`src/rtl/toggle_link_pkg.sv`:
```
// Shared types and default sizing for the toggle-encoded event link.
// Receive FSM: ARM masks edges while the synchronizer settles, RUN detects them.
package toggle_link_pkg;

    typedef enum logic [0:0] {
        ST_ARM = 1'b0,
        ST_RUN = 1'b1
    } state_t;

    localparam int SYNC_STAGES_DEF = 2;
    localparam int CNT_W_DEF       = 8;
    localparam int PEND_W_DEF      = 4;

endpackage

```
`src/rtl/toggle_event_rx_if.sv`:
```
// Event-side bundle of the toggle receiver: pulse, pending-event handshake and counters.
// master = receiver (drives events, samples evt_ready), slave = consumer.
interface toggle_event_rx_if import toggle_link_pkg::*; #(
    parameter int CNT_W  = CNT_W_DEF,
    parameter int PEND_W = PEND_W_DEF
);
    logic              evt_pulse;
    logic              evt_valid;
    logic              evt_ready;
    logic [PEND_W-1:0] pend_cnt;
    logic [CNT_W-1:0]  total_cnt;
    logic              overflow;

    modport master (
        output evt_pulse, evt_valid, pend_cnt, total_cnt, overflow,
        input  evt_ready
    );

    modport slave (
        input  evt_pulse, evt_valid, pend_cnt, total_cnt, overflow,
        output evt_ready
    );
endinterface

```
`src/rtl/sync_chain.sv`:
```
// N-flop synchronizer for a single asynchronous level; latency N cycles, no backpressure.
// Synchronous active-high clear zeroes every stage.
module sync_chain #(
    parameter int N = 2
) (
    input  logic clk,
    input  logic clr,
    input  logic d,
    output logic q
);
    logic [N-1:0] r_sync;

    always_ff @(posedge clk) begin
        if (clr) begin
            r_sync <= '0;
        end else begin
            r_sync <= {r_sync[N-2:0], d};
        end
    end

    assign q = r_sync[N-1];
endmodule

```
`src/rtl/toggle_event_rx.sv`:
```
// Toggle-link receiver: one event per synchronized level change, pulse after SYNC_STAGES+1 cycles.
// Events queue in a saturating pending counter drained one per cycle by evt_valid/evt_ready.
module toggle_event_rx import toggle_link_pkg::*; #(
    parameter int SYNC_STAGES = SYNC_STAGES_DEF,
    parameter int CNT_W       = CNT_W_DEF,
    parameter int PEND_W      = PEND_W_DEF
) (
    input  logic                      clk,
    input  logic                      clr,
    input  logic                      tog_in,
    output logic                      tog_level,
    output logic                      armed,
    toggle_event_rx_if.master         evt
);
    localparam int                ARM_W    = $clog2(SYNC_STAGES + 1);
    localparam logic [ARM_W-1:0]  ARM_LAST = ARM_W'(SYNC_STAGES);
    localparam logic [PEND_W-1:0] PEND_MAX = '1;

    state_t            r_state;
    logic [ARM_W-1:0]  r_arm_cnt;
    logic              r_prev;
    logic              r_pulse;
    logic              r_armed;
    logic              r_ovf;
    logic [PEND_W-1:0] r_pend;
    logic [CNT_W-1:0]  r_total;

    logic w_level;
    logic w_edge;
    logic w_valid;
    logic w_acc;

    sync_chain #(.N(SYNC_STAGES)) u_sync (
        .clk (clk),
        .clr (clr),
        .d   (tog_in),
        .q   (w_level)
    );

    // prev tracks the level during ARM too, so a level already present at release is absorbed
    assign w_edge  = (r_state == ST_RUN) && (w_level ^ r_prev);
    assign w_valid = (r_pend != '0);
    assign w_acc   = w_valid && evt.evt_ready;

    always_ff @(posedge clk) begin
        if (clr) begin
            r_state   <= ST_ARM;
            r_arm_cnt <= '0;
            r_prev    <= 1'b0;
            r_pulse   <= 1'b0;
            r_armed   <= 1'b0;
            r_ovf     <= 1'b0;
            r_pend    <= '0;
            r_total   <= '0;
        end else begin
            r_prev  <= w_level;
            r_pulse <= w_edge;

            case (r_state)
                ST_ARM: begin
                    if (r_arm_cnt == ARM_LAST) begin
                        r_state   <= ST_RUN;
                        r_armed   <= 1'b1;
                        r_arm_cnt <= '0;
                    end else begin
                        r_arm_cnt <= r_arm_cnt + ARM_W'(1);
                    end
                end
                default: begin
                    r_state <= ST_RUN;
                end
            endcase

            if (w_edge) begin
                r_total <= r_total + CNT_W'(1);
            end

            // an edge with a simultaneous accept leaves the count untouched, even when full
            if (w_edge && !w_acc) begin
                if (r_pend == PEND_MAX) begin
                    r_ovf <= 1'b1;
                end else begin
                    r_pend <= r_pend + PEND_W'(1);
                end
            end else if (w_acc && !w_edge) begin
                r_pend <= r_pend - PEND_W'(1);
            end
        end
    end

    assign tog_level     = w_level;
    assign armed         = r_armed;
    assign evt.evt_pulse = r_pulse;
    assign evt.evt_valid = w_valid;
    assign evt.pend_cnt  = r_pend;
    assign evt.total_cnt = r_total;
    assign evt.overflow  = r_ovf;
endmodule

```
`src/flat_wrapper.sv`:
```
// flat-port wrapper written by rule: the top's interface ports become plain ports
module toggle_event_rx_flat import toggle_link_pkg::*;
#(
    parameter int SYNC_STAGES = SYNC_STAGES_DEF,
    parameter int CNT_W       = CNT_W_DEF,
    parameter int PEND_W      = PEND_W_DEF
)
  (clk, clr, tog_in, tog_level, armed, evt_evt_pulse, evt_evt_valid, evt_pend_cnt, evt_total_cnt, evt_overflow, evt_evt_ready);
  toggle_event_rx_if #(.CNT_W(CNT_W), .PEND_W(PEND_W)) evt_i ();
  input  logic clk;
  input  logic clr;
  input  logic tog_in;
  output logic tog_level;
  output logic armed;
  output wire logic [$bits(evt_i.evt_pulse)-1:0] evt_evt_pulse;
  output wire logic [$bits(evt_i.evt_valid)-1:0] evt_evt_valid;
  output wire logic [$bits(evt_i.pend_cnt)-1:0] evt_pend_cnt;
  output wire logic [$bits(evt_i.total_cnt)-1:0] evt_total_cnt;
  output wire logic [$bits(evt_i.overflow)-1:0] evt_overflow;
  input wire logic [$bits(evt_i.evt_ready)-1:0] evt_evt_ready;
  assign evt_evt_pulse = evt_i.evt_pulse;
  assign evt_evt_valid = evt_i.evt_valid;
  assign evt_pend_cnt = evt_i.pend_cnt;
  assign evt_total_cnt = evt_i.total_cnt;
  assign evt_overflow = evt_i.overflow;
  assign evt_i.evt_ready = evt_evt_ready;
  toggle_event_rx #(.SYNC_STAGES(SYNC_STAGES), .CNT_W(CNT_W), .PEND_W(PEND_W)) u_core (.clk(clk), .clr(clr), .tog_in(tog_in), .tog_level(tog_level), .armed(armed), .evt(evt_i));
endmodule
```
`config.mk`:
```
export PLATFORM = sky130hd
export DESIGN_NAME = toggle_event_rx_flat
export DESIGN_NICKNAME = d
export VERILOG_FILES = /design/src/rtl/toggle_link_pkg.sv /design/src/rtl/toggle_event_rx_if.sv /design/src/rtl/sync_chain.sv /design/src/rtl/toggle_event_rx.sv /design/src/flat_wrapper.sv
export SDC_FILE = /design/constraint.sdc
export NUM_CORES = 1
export LEC_CHECK = 0
export ABC_CLOCK_PERIOD_IN_PS = 3840
export CORE_UTILIZATION = 46
export DETAILED_ROUTE_END_ITERATION = 8
export PLACE_DENSITY_LB_ADDON = 0.08
export RECOVER_POWER = 25
export SLEW_MARGIN = 20
export SYNTH_ARGS = -nofsm -noshare
export SYNTH_HDL_FRONTEND = slang
export SYNTH_SLANG_ARGS = --single-unit
```
`constraint.sdc`:
```
create_clock -name clk -period 3.84 [get_ports clk]
set_clock_uncertainty 0.15 [all_clocks]
set_input_delay 0.768 -clock clk [delete_from_list [all_inputs] [get_ports clk]]
set_output_delay 0.768 -clock clk [all_outputs]
set_load 0.01 [all_outputs]
```
==> insert_results.sql, run 1 <==
INSERT INTO impl_metrics (metric_group, metric, value, unit) VALUES
('run_status', 'outcome', 'complete, no violations', ''),
('clock_network', 'postCtsSetupRepairBufs', '0', ''),
('detailed_routing', 'first_iter_violations', '6', ''),
('grt', 'use_met1', '22.0', '%'),
('timing', 'period_share', '71.1', '%'),
('grt', 'grt.total_usage', '17.1', '%'),
('worst_setup_path', 'timing.critical_path.from', 'u_core.u_sync.r_sync[1]', ''),
('job', 'maxCapViolations', '0', ''),
('detailed_routing', 'first_pass_iters', '3', ''),
('finish', 'multiInputGateArea', '552', 'sq um'),
('grt', 'largest_net_degree_at_the_start_of_global_routing', '26', ''),
('logic_synthesis', 'ys_seq_elements', '21', ''),
('floorplan', 'dieHeight', '48.4', 'microns'),
('timing', 'setup_viol', '0', ''),
('logic_synthesis', 'netlist.top_cell.by_area', 'sky130_fd_sc_hd__dfxtp_1', ''),
('grt', 'grt.met3_usage', '3.14', '%'),
('floorplan', 'start_util', '49.5', '%'),
('clock_network', 'cts_root_buffer', 'sky130_fd_sc_hd__clkbuf_4', ''),
('power_and_ir_drop', 'total_leakage_power', '0.000480', 'uW'),
('clock_network', 'worstSkewPairLatency', '0.29', 'ns'),
('worst_setup_path', 'setup.worst_path.start_class', 'register', ''),
('grt', 'top_usage_layer', 'met2', ''),
('timing', 'crit_path_time_final', '2.73', 'ns'),
('timing', 'highest_clock_rate', '0.366', 'GHz'),
('worst_setup_path', 'path_class', 'register to register', ''),
('clock_network', 'cts_tree', 'done', ''),
('finish', 'final_layout_size_suffix_gt1_share', '8.73', '%'),
('place', 'buffer_ports.inserted', '20', ''),
('finish', 'filler_cell_count', '179', ''),
('worst_setup_path', 'cp_top_family', 'multiplexers', ''),
('clock_network', 'cts_max_path_buffers', '2', ''),
('grt', 'grt_overflow_total', '0', ''),
('clock_network', 'clock_tree.htree_level_count', '1', ''),
('place', 'gp_congestion', '0.714', ''),
('floorplan', 'die_x', '48.4', 'microns'),
('finish', 'finalNetCount', '135', ''),
('logic_synthesis', 'muxShareOfSynthArea', '5.81', '%'),
('worst_setup_path', 'cpMaxStageDelayCell', 'sky130_fd_sc_hd__dfxtp_1', ''),
('worst_setup_path', 'crit_path_end_kind', 'register', ''),
('floorplan', 'row_count', '16', ''),
('logic_synthesis', 'synth-warning-count', '0', ''),
('worst_setup_path', 'path_buf_inv', '0', ''),
('clock_network', 'cts_made_buffers', '3', ''),
('timing', 'fin_tns_setup', '0', 'ns'),
('power_and_ir_drop', 'ir_drop', '0.364', 'mV'),
('logic_synthesis', 'netlist_instances', '105', ''),
('logic_synthesis', 'syn_nets', '113', ''),
('logic_synthesis', 'synth_edf_count', '0', ''),
('worst_setup_path', 'crit_path_cell_trace', 'xor2_2, and2_0, nand2_1, ha_1, a21o_1, a21oi_1, mux2i_1, mux2_2', ''),
('worst_setup_path', 'crit_arrival', '2.77', 'ns'),
('logic_synthesis', 'synth_simple_gate_area_share', '26.4', '%'),
('worst_setup_path', 'timing.rr.start', 'u_core.u_sync.r_sync[1]', ''),
('timing', 'hold_viol_final', '0', ''),
('detailed_routing', 'post_drt_via_cell_ratio', '5.11', ''),
('finish', 'register_area', '420', 'sq um'),
('detailed_routing', 'number_of_vias_in_the_routed_layout', '782', ''),
('logic_synthesis', 'synth-async-reset-ratio', '0', '%'),
('grt', 'use_met2', '29.3', '%'),
('logic_synthesis', 'synthDominantCellAreaShare', '42.4', '%'),
('detailed_routing', 'antenna_left', '0', ''),
('clock_network', 'worst_setup_hold_path_clk_slew', '0.11', 'ns'),
('logic_synthesis', 'synth_most_common_cell', 'sky130_fd_sc_hd__dfxtp_1', ''),
('timing', 'tightestPinTransition', '0.822', 'ns'),
('power_and_ir_drop', 'finalPower', '653', 'uW'),
('grt', 'grt_pass1_vias', '743', ''),
('logic_synthesis', 'synth.top_cells.by_count', 'sky130_fd_sc_hd__dfxtp_1 (21), sky130_fd_sc_hd__nor2_1 (15), sky130_fd_sc_hd__a21oi_1 (7)', ''),
('logic_synthesis', 'synth.cell_area', '991', 'sq um'),
('worst_setup_path', 'critPathMaxFanout', '9', ''),
('clock_network', 'cts_hold_repair.buffers', '0', ''),
('floorplan', 'io_pins', '21', ''),
('place', 'dp.final_hpwl', '1280', 'microns');
## worst paths after layout
path / to / slack [ns] / cells past startpoint
setup / recovery: u_core.evt.pend_cnt[3] / 1.11 / 8
hold / removal: u_core.u_sync.r_sync[1] / 0.30 / 1
setup reg to reg: u_core.evt.pend_cnt[3] / 1.11 / 8
hold reg to reg: u_core.u_sync.r_sync[1] / 0.30 / 1
## power breakdown
group	total (uW)	switching (uW)	internal, uW	leakage (uW)
registers	298	54.6	244	0.000171
logic	254	103	150	0.000294
clock network	101	60.9	40.3	0.0000150
total	653	219	434	0.000480
## layout make-up
cell class | count | share of cell area, %
clock buffers | 4 | 2.12
inverters | 2 | 0.605
multi-input cells | 79 | 44.5
flip-flops and latches | 21 | 33.9
well taps | 27 | 2.72
repair buffers | 20 | 16.1
## per-stage QoR
| step | area [sq um] | cells | hold slack [ns] | setup slack (ns) | util [%] |
|---|---|---|---|---|---|
| floorplan | 991 | 105 | 0.264 | 1.31 | - |
| global placement | 1210 | 149 | 0.267 | 0.882 | 60.6 |
| detailed placement | 1210 | 149 | 0.282 | 0.831 | 60.6 |
| CTS | 1240 | 153 | 0.308 | 1.09 | 61.9 |
| global route | 1240 | 153 | 0.333 | 0.922 | 61.9 |
| finish | 1240 | 153 | 0.302 | 1.11 | 61.9 |
## cells by family after synthesis
family	Yosys count
simple gates	48
flops	21
compound gates	15
xor+xnor	7
buf+inv	5
mux	5
fa+ha+maj	4
## layer usage
metal / routed length [microns] / vias up / part of all wire [%]
li1: - / 408 / -
met1: 846 / 359 / 48
met2: 848 / 13 / 48
met3: 60 / 2 / 3.4
met4: 12 / 0 / 0.68
met5: 0 / - / 0
## sequential cells by signal, summed over array words and instances, names as in the netlist
signal	count
u_core.evt.evt_pulse	1
u_core.evt.total_cnt	8
u_core.evt.overflow	1
u_core.evt.pend_cnt	4
u_core.r_state	1
u_core.u_sync.r_sync	2
u_core.armed	1
u_core.r_prev	1
u_core.r_arm_cnt	2
## cell usage in the layout (no fill, tap or decap), drive strengths merged, types with 2 or more instances in the layout
cell type      instances
nand4                  5
xor2                   5
inv                    2
mux2                   3
o21ai                  3
and2                   3
mux2i                  2
and4                   2
clkdlybuf4s50         19
nor2b                  6
nand2                  6
nand3                  3
nor2                  15
or3                    2
dfxtp                 21
ha                     3
and3                   2
a21oi                  7
clkbuf                 4
xnor2                  2
a21o                   2
No activity file was read; power rests on OpenSTA's default activity.
==> run 2, diff against run 1 <==
--- a/config.mk
+++ b/config.mk
@@ -5,7 +5,7 @@
 export SDC_FILE = /design/constraint.sdc
 export NUM_CORES = 1
 export LEC_CHECK = 0
-export ABC_CLOCK_PERIOD_IN_PS = 3840
+export ABC_CLOCK_PERIOD_IN_PS = 2600
 export CORE_UTILIZATION = 46
 export DETAILED_ROUTE_END_ITERATION = 8
 export PLACE_DENSITY_LB_ADDON = 0.08
==> constraint.sdc (replaced) <==
create_clock -name clk -period 2.6 [get_ports clk]
set_clock_uncertainty 0.15 [all_clocks]
set_input_delay 0.52 -clock clk [delete_from_list [all_inputs] [get_ports clk]]
set_output_delay 0.52 -clock clk [all_outputs]
set_load 0.01 [all_outputs]
==> run 2 against run 1 <==
  * Setup slack worse by 0.99 ns
  * Via count up 3.6%
  * Worst hold slack better by 0.0018 ns
  * Count of clock-buffer cells in the layout unchanged
  * Combinational power up 65%
  * Highest routed layer unchanged
==> insert_results.sql, run 2 (synthesis gave the netlist of run 1 again) <==
INSERT INTO impl_metrics (metric_group, metric, value, unit) VALUES
('worst_setup_path', 'critPathMaxFanout', '8', ''),
('timing', 'crit_path_time_final', '2.48', 'ns'),
('floorplan', 'placeableCoreArea', '2000', 'sq um'),
('place', 'detailedPlace.worstSlack', '-0.0397', 'ns'),
('clock_network', 'clock_tree.htree_level_count', '1', ''),
('detailed_routing', 'number_of_vias_in_the_routed_layout', '810', ''),
('power_and_ir_drop', 'finalPower', '991', 'uW'),
('timing', 'worst_slack_on_hold_paths', '0.304', 'ns'),
('clock_network', 'cts.sink_count', '21', ''),
('worst_setup_path', 'ff2ff_setup_slack', '0.27', 'ns'),
('timing', 'headroom_to_the_max_slew_limit', '59.5', '%'),
('timing', 'tightestPinTransition', '0.608', 'ns'),
('worst_setup_path', 'crit_arrival', '1.81', 'ns'),
('detailed_routing', 'post_drt_via_cell_ratio', '5.06', ''),
('clock_network', 'worstSkewPairLatency', '0.29', 'ns'),
('job', 'maxCapViolations', '0', ''),
('clock_network', 'cts_hold_repair.buffers', '0', ''),
('worst_setup_path', 'worst_r2r_endpoint', 'u_core.evt.pend_cnt[3]', ''),
('finish', 'area_growth_syn_to_layout', '30.1', '%'),
('detailed_routing', 'drt_drc_violations_left', '0', ''),
('worst_setup_path', 'crit_path_cell_trace', 'buf_4, or4_1, clkdlybuf4s50_1', ''),
('finish', 'count_of_antenna_diodes_in_the_layout', '0', ''),
('finish', 'layout.cells.non_filler', '160', ''),
('worst_setup_path', 'timing.rr.start', 'u_core.evt.pend_cnt[3]', ''),
('detailed_routing', 'first_iter_violations', '14', ''),
('place', 'dpl.cell_count', '156', ''),
('clock_network', 'postCtsSetupRepairBufs', '0', ''),
('floorplan', 'die_x', '48.4', 'microns'),
('worst_setup_path', 'path_class', 'register to output port', ''),
('worst_setup_path', 'setup.worst_path.start_class', 'register', ''),
('floorplan', 'die-area', '2340', 'sq um'),
('detailed_routing', 'antenna_left', '0', ''),
('worst_setup_path', 'cpMaxStageDelayCell', 'sky130_fd_sc_hd__or4_1', ''),
('finish', 'finalNetCount', '142', ''),
('timing', 'drv_slew', '0', ''),
('finish', 'mostFrequentLayoutCell', 'sky130_fd_sc_hd__dfxtp_1', ''),
('place', 'dp.final_hpwl', '1310', 'microns'),
('finish', 'finalCoreUtilization', '64.4', '%'),
('grt', 'grt_first_pass_wirelength', '2950', 'microns'),
('grt', 'grt_pass1_vias', '709', ''),
('worst_setup_path', 'timing.critical_path.from', 'u_core.evt.pend_cnt[0]', ''),
('clock_network', 'cts_made_buffers', '3', ''),
('grt', 'grt_overflow_total', '0', ''),
('timing', 'rsz0062_at_grt', 'false', ''),
('timing', 'highest_clock_rate', '0.403', 'GHz'),
('floorplan', 'start_util', '49.5', '%'),
('power_and_ir_drop', 'ir_drop', '0.526', 'mV'),
('grt', 'antenna_found_initial', '0', ''),
('detailed_routing', 'routedWlPerCell', '10.8', 'microns'),
('clock_network', 'cts_max_path_buffers', '2', ''),
('power_and_ir_drop', 'cellPowerDensity', '769', 'nW/um^2'),
('finish', 'largest_register_ffs', '8', ''),
('floorplan', 'dieHeight', '48.4', 'microns'),
('place', 'buffer_ports.inserted', '20', ''),
('run_status', 'outcome', 'complete, no violations', ''),
('clock_network', 'worst_setup_hold_path_clk_slew', '0.11', 'ns'),
('timing', 'period_share', '95.4', '%'),
('worst_setup_path', 'req_time_crit_path', '1.93', 'ns'),
('power_and_ir_drop', 'total_leakage_power', '0.000512', 'uW'),
('floorplan', 'io_pins', '21', ''),
('clock_network', 'post_cts_resize_count', '0', ''),
('clock_network', 'cts_root_buffer', 'sky130_fd_sc_hd__clkbuf_4', ''),
('detailed_routing', 'route.final.wire_length', '1720', 'microns'),
('finish', 'final_cell_mix', 'sky130_fd_sc_hd__dfxtp_1 (21), sky130_fd_sc_hd__clkdlybuf4s50_1 (19), sky130_fd_sc_hd__nor2_1 (15)', ''),
('place', 'gp_congestion', '0.718', ''),
('clock_network', 'cts_tree', 'done', ''),
('timing', 'setup_viol', '0', ''),
('grt', 'grt.total_usage', '16.0', '%'),
('worst_setup_path', 'crit_path_end_kind', 'output port', ''),
('worst_hold_path', 'holdCritPathClass', 'register to register', ''),
('worst_setup_path', 'worst_setup_path_endpoint', 'evt_evt_valid', ''),
('worst_setup_path', 'cpPeakStageDelay', '0.50', 'ns'),
('finish', 'filler_cell_count', '189', ''),
('floorplan', 'row_count', '16', ''),
('detailed_routing', 'first_pass_iters', '4', ''),
('timing', 'setup_ws', '0.119', 'ns'),
('worst_setup_path', 'r2r_cells', '7', ''),
('finish', 'final_layout_size_suffix_gt1_share', '12.8', '%'),
('timing', 'hold_viol_final', '0', ''),
('grt', 'largest_net_degree_at_the_start_of_global_routing', '15', '');
-- run 2: cell count changes in the layout (fill, tap and decap cells not counted) --
cell                       previous run  this run
sky130_fd_sc_hd__buf_4                0         6
sky130_fd_sc_hd__clkbuf_1             1         2
-- run 2: layout make-up --
type | instances | area [sq um] | area share [%]
multi-input combinational | 79 | 552 | 42.8
tap | 27 | 33.8 | 2.62
inverter | 2 | 7.51 | 0.583
sequential | 21 | 420 | 32.6
timing repair buffer | 27 | 249 | 19.3
clock buffer | 4 | 26.3 | 2.04
-- run 2: metal layers --
| layer | part of all wire, % | GRT usage (%) |
|---|---|---|
| met4 | 0.70 | 7.35 |
| met1 | 50 | 19.7 |
| met5 | 0 | 0 |
| met2 | 46 | 27.2 |
| met3 | 3.3 | 2.83 |
-- run 2: critical path: cells and delay by family, from the launching register on --
family                 cells  cell delay [ns]
buffers and inverters      2             0.67
flip-flops                 1             0.36
AND/OR/NAND/NOR            1             0.50
-- run 2: worst min-delay path by stage --
| stage | from | end | slack (ns) | depth (start not counted) |
|---|---|---|---|---|
| 2_1_floorplan | u_core.u_sync.r_sync[0] | u_core.u_sync.r_sync[1] | 0.26 | 1 |
| 3_3_place_gp | u_core.u_sync.r_sync[0] | u_core.u_sync.r_sync[1] | 0.27 | 1 |
| 3_5_place_dp | u_core.u_sync.r_sync[0] | u_core.u_sync.r_sync[1] | 0.28 | 1 |
| 4_1_cts | u_core.u_sync.r_sync[0] | u_core.u_sync.r_sync[1] | 0.31 | 1 |
| 5_1_grt | u_core.u_sync.r_sync[0] | u_core.u_sync.r_sync[1] | 0.33 | 1 |
| 6_report | u_core.u_sync.r_sync[0] | u_core.u_sync.r_sync[1] | 0.30 | 1 |
-- run 2: per-stage QoR --
stage | TNS (ns) | cell area (sq um)
global route | 0 | 1290
finish | 0 | 1290
floorplan | 0 | 991
detailed placement | -0.0397 | 1270
CTS | 0 | 1290
global placement | -0.000304 | 1270
-- run 2: power breakdown --
group | switching, uW | internal (uW)
logic | 174 | 245
clock network | 89.4 | 59.6
registers | 64.2 | 360
